### src/rtl/instr_fetch_unit.sv
// RV32 instruction fetch: owns the PC, issues word fetches with bounded in-flight
// requests, buffers {pc, data} in a FIFO and flushes on branch redirects.
module instr_fetch_unit #(
  parameter int              XLEN     = 32,
  parameter logic [XLEN-1:0] RESET_PC = '0,
  parameter int              DEPTH    = 4
) (
  input  logic            clk,
  input  logic            rst_n,
  output logic            imem_req_valid,
  input  logic            imem_req_ready,
  output logic [XLEN-1:0] imem_req_addr,
  input  logic            imem_rsp_valid,
  input  logic [31:0]     imem_rsp_data,
  input  logic            redirect_valid,
  input  logic [XLEN-1:0] redirect_pc,
  output logic            inst_valid,
  input  logic            inst_ready,
  output logic [31:0]     inst_data,
  output logic [XLEN-1:0] inst_pc,
  output logic [6:0]      inst_opcode,
  output logic [2:0]      inst_func3,
  output logic [6:0]      inst_func7
);

  localparam int AW = $clog2(DEPTH);
  localparam int CW = $clog2(DEPTH + 1);
  localparam logic [CW:0] DEPTH_W = (CW + 1)'(DEPTH);

  typedef enum logic {FETCH, FLUSH} state_t;

  state_t          state, state_next;
  logic [XLEN-1:0] pc;
  logic [CW-1:0]   outstanding, drop, drop_next, fifo_count;

  logic [XLEN-1:0] rq_mem [DEPTH];
  logic [AW-1:0]   rq_wr, rq_rd;
  logic [XLEN-1:0] f_pc   [DEPTH];
  logic [31:0]     f_data [DEPTH];
  logic [AW-1:0]   f_wr, f_rd;

  logic credit, req_fire, rsp, keep, pop;
  logic unused_bits;

  assign unused_bits = ^redirect_pc[1:0];

  assign credit         = ({1'b0, outstanding} + {1'b0, fifo_count}) < DEPTH_W;
  // Gated by rst_n so no request is visible while reset is held.
  assign imem_req_valid = rst_n && (state == FETCH) && credit && !redirect_valid;
  assign imem_req_addr  = pc;
  assign req_fire       = imem_req_valid && imem_req_ready;
  assign rsp            = imem_rsp_valid && (outstanding != '0);
  assign keep           = rsp && (state == FETCH) && !redirect_valid;
  assign inst_valid     = (fifo_count != '0);
  assign pop            = inst_valid && inst_ready;

  assign inst_data   = inst_valid ? f_data[f_rd] : '0;
  assign inst_pc     = inst_valid ? f_pc[f_rd]   : '0;
  assign inst_opcode = inst_data[6:0];
  assign inst_func3  = inst_data[14:12];
  assign inst_func7  = inst_data[31:25];

  always_ff @(posedge clk or negedge rst_n) begin
    if (!rst_n) begin
      state <= FETCH;
      drop  <= '0;
    end else begin
      state <= state_next;
      drop  <= drop_next;
    end
  end

  always_comb begin
    state_next = state;
    drop_next  = drop;
    if (redirect_valid) begin
      drop_next  = outstanding - CW'(rsp);
      state_next = (drop_next != '0) ? FLUSH : FETCH;
    end else if (state == FLUSH && rsp) begin
      drop_next = drop - CW'(1);
      if (drop_next == '0) state_next = FETCH;
    end
  end

  always_ff @(posedge clk or negedge rst_n) begin
    if (!rst_n) begin
      pc          <= RESET_PC;
      outstanding <= '0;
      rq_wr       <= '0;
      rq_rd       <= '0;
      f_wr        <= '0;
      f_rd        <= '0;
      fifo_count  <= '0;
    end else begin
      if (redirect_valid)  pc <= {redirect_pc[XLEN-1:2], 2'b00};
      else if (req_fire)   pc <= pc + XLEN'(4);
      if (req_fire) rq_wr <= rq_wr + AW'(1);
      if (rsp)      rq_rd <= rq_rd + AW'(1);
      outstanding <= outstanding + CW'(req_fire) - CW'(rsp);
      if (redirect_valid) begin
        f_wr       <= '0;
        f_rd       <= '0;
        fifo_count <= '0;
      end else begin
        if (keep) f_wr <= f_wr + AW'(1);
        if (pop)  f_rd <= f_rd + AW'(1);
        fifo_count <= fifo_count + CW'(keep) - CW'(pop);
      end
    end
  end

  always_ff @(posedge clk) begin
    if (req_fire) rq_mem[rq_wr] <= imem_req_addr;
    if (keep) begin
      f_pc[f_wr]   <= rq_mem[rq_rd];
      f_data[f_wr] <= imem_rsp_data;
    end
  end

endmodule
### config.mk
export PLATFORM = sky130hd
export DESIGN_NAME = instr_fetch_unit
export DESIGN_NICKNAME = d
export VERILOG_FILES = /design/src/rtl/instr_fetch_unit.sv
export SDC_FILE = /design/constraint.sdc
export NUM_CORES = 1
export LEC_CHECK = 0
export CORE_ASPECT_RATIO = 2
export CORE_UTILIZATION = 45
export DETAILED_ROUTE_END_ITERATION = 6
export PLACE_DENSITY = 0.73
export SLEW_MARGIN = 20
export SYNTH_ARGS = -nofsm -noshare
export SYNTH_HDL_FRONTEND = slang
export SYNTH_SLANG_ARGS = --single-unit
### constraint.sdc
create_clock -name clk -period 2.8 [get_ports clk]
set_input_delay 0.42 -clock clk [delete_from_list [all_inputs] [get_ports clk]]
set_output_delay 0.42 -clock clk [all_outputs]
set_load 0.005 [all_outputs]
==> out/qor.csv <==
metric,value,unit
min_path_type,in -> async,
p_per_area,855.2,mW/mm²
grt_pass1_wl,50.43,mm
synthMuxAreaShare,12.79,%
gr-total-overflow,0,
diodes,0,
required,2380,ps
drtIter0Drc,334,
synth-compound-area-share,2.256,%
cts-root-buf,clkbuf_16,
period_minus_slack,2740,ps
synth_top_family_by_area,multiplexers,
finalSetupViolCount,0,
combPwrFrac,28.3,%
pwr-share-seq,42.5,%
irDropWorstVdd,0.0005006,V
drtAntennaViolNets,0,
area_growth,24.70,%
grt_pass1_vias,9068,
drv_slew,0,
stdcell_area,0.02082,mm²
relSlewSlack,55.24,%
dpl_cell_area,0.01922,mm²
p_leak,7.282,nW
drt_wl_total,33.06,mm
final.period_utilization,97.84,%
crit_fanout,7,
route.met3.wl,1.065,mm
synthSimpleGateAreaFrac,6.266,%
gp_congestion,0.8005,
ys_top_cells_by_area,"edfxtp_1 (66%), mux4_2 (12%), dfrtp_1 (7.2%)",
met1_length,11.86,mm
drive_above_1_share,22.72,%
first_pass_iters,6,
synthAdderAreaFrac,1.664,%
outcome,finished with violations,
p_switching,4.585,mW
clk_path_buf_depth,3,
wire_per_inst,21.03,µm
start_util,45.68,%
layoutNonFillerInstCount,1572,
route.detailed.drc,24,
end_kind,output port,
die_x,138.2,µm
dp_cells,1481,
track_usage,17.74,%
critical_path_arrival,2320,ps
ys_ff_latch,416,
dp_hpwl,20.19,mm
cts_tree,built,
numClockSinks,416,
antenna_found_initial,0,
highest_layer,met4,
die_y,274.4,µm
cts_made_buffers,36,
clockPowerShare,29.2,%
std_cell_rows,99,
cell_internal_pwr,13.22,mW
yosysTopAreaCell,edfxtp_1,
syn-cell-area,0.01669,mm²
synth.distinct_cells,49,
critPathKind,reg -> out,
worstSkewPairLatency,530,ps
synthCells,869,
nNetsFinal,1181,
cap_violations,0,
clk_pin_slew,70,ps
p_sw_share,25.75,%
core,0.03654,mm²
syn_avg_cell_area,19.21,µm²
violations,DRC,
h-tree-depth,2,
die_area,0.03792,mm²
clock_skew,10.31,ps
hold_viol,0,
synth_top_area_share,66.20,%
rsz0062_at_grt,no,
tightest_slew,665.8,ps
fmax,365.0,MHz
portBuffers,178,
startpoint_type,register,
vias_per_cell,5.399,
yosys_warnings,0,
ff2ff_path_depth,10,
vias,8488,
grt_max_degree,55,
synthXorXnorAreaFrac,1.259,%
seq_area_frac_synth,73.39,%
num_io_pins,185,
final_cell_mix,"edfxtp_1 (368), clkdlybuf4s50_1 (100), mux4_2 (92)",
final_common_cell,edfxtp_1,
routed-wl-met2,19.26,mm
-- cell families (layout without fill, tap and decap cells) --
logic type               Yosys count  count (layout)
buffers and inverters             78             324
other                              1               4
adder cells (fa/ha/maj)           21              21
flip-flops                       416             416
multiplexers                      98              98
XOR/XNOR                          24              24
AND/OR/NAND/NOR                  177             177
AO/OA/AOI/OAI                     54              54
-- what timing repair did --
item                                    4_1_cts  5_1_grt
hold buffers                                  0        0
cloned                                        4        0
pin swaps                                     0        2
resized for setup                            89       28
buffers inserted                             15        6
endpoints found under the setup margin       80       21
-- through the flow --
step | utilization (%) | hold WS (ps) | TNS [ps] | setup slack, ps | total power, mW
6_report | 56.97 | 76.16 | 0 | 60.46 | 17.80
5_1_grt | 56.97 | 117.0 | 0 | 1.293 | 18.60
4_1_cts | 56.64 | 98.04 | -83.58 | -52.90 | 17.93
3_5_place_dp | 52.61 | 569.4 | 0 | 165.1 | 12.54
3_3_place_gp | 52.61 | 549.3 | 0 | 166.7 | 12.40
2_1_floorplan | - | 124.4 | 0 | 212.2 | 10.34
-- worst max-delay path, cell delays in order (launching register included) --
cell           delay (ps)
dfrtp_4               510
buf_12                170
buf_12                140
buf_4                 140
mux4_2                410
and2_4                170
dlygate4sd2_1         250
-- power by group through the flow --
stage | Sequential, mW | Combinational, mW | Clock, mW
2_1_floorplan | 7.59 | 2.76 | 0
3_3_place_gp | 7.75 | 4.65 | 0
3_5_place_dp | 7.77 | 4.77 | 0
4_1_cts | 7.56 | 5.05 | 5.32
5_1_grt | 7.59 | 5.48 | 5.52
6_report | 7.56 | 5.04 | 5.20
-- per-layer routing --
layer / vias up / track usage (%)
met3: 53 / 2.131
li1: 3851 / -
met4: 0 / 6.712
met2: 201 / 35.77
met1: 4383 / 18.50
met5: - / 0
-- final cells by class --
cell class / instances / area (µm²)
clock buffers: 45 / 965.9
inverters: 19 / 71.32
clock inverters: 21 / 271.5
multi-input cells: 378 / 4116
well taps: 454 / 568.0
repair buffers: 239 / 2566
flip-flops and latches: 416 / 12260
fillers: 2739 / 15720
-- sequential cells by signal, indices dropped and copies added (netlist names) --
register,cells
f_wr,2
rq_mem,120
rq_rd,2
outstanding,3
rq_wr,2
drop,3
fifo_count,3
f_data,128
imem_req_addr,30
f_rd,2
f_pc,120
state,1
-- synth_stat cells, drive strengths merged --
library cell / n
xor2: 6
mux2i: 4
fa: 2
o311ai: 4
nand3: 15
a41oi: 1
mux2: 2
clkbuf: 20
and3: 5
nor2: 17
nor2b: 2
a21oi: 6
conb: 1
inv: 18
or3: 2
clkinv: 1
ha: 19
a221o: 4
and4: 2
or4: 1
mux4: 92
dfrtp: 48
and2: 73
nand4: 10
xnor2: 18
buf: 39
a211o: 2
a21o: 1
a21boi: 1
o31ai: 3
nor3: 7
edfxtp: 368
o21bai: 2
nand2: 36
o311a: 2
or2: 1
nor4: 6
o21ai: 18
a31o: 6
o211ai: 4
-- worst paths after layout --
path / from / endpoint / slack (ps)
max reg2reg: outstanding[2] / outstanding[2] / 250
min in group clk: redirect_pc[10] / imem_req_addr[10] / 440
max: f_rd[0] / inst_data[7] / 60
min reg2reg: drop[1] / drop[1] / 580
min: rst_n / imem_req_addr[28] / 80
max in group asynchronous: rst_n / f_rd[0] / 2230
Power figures use the tool's default switching activity.
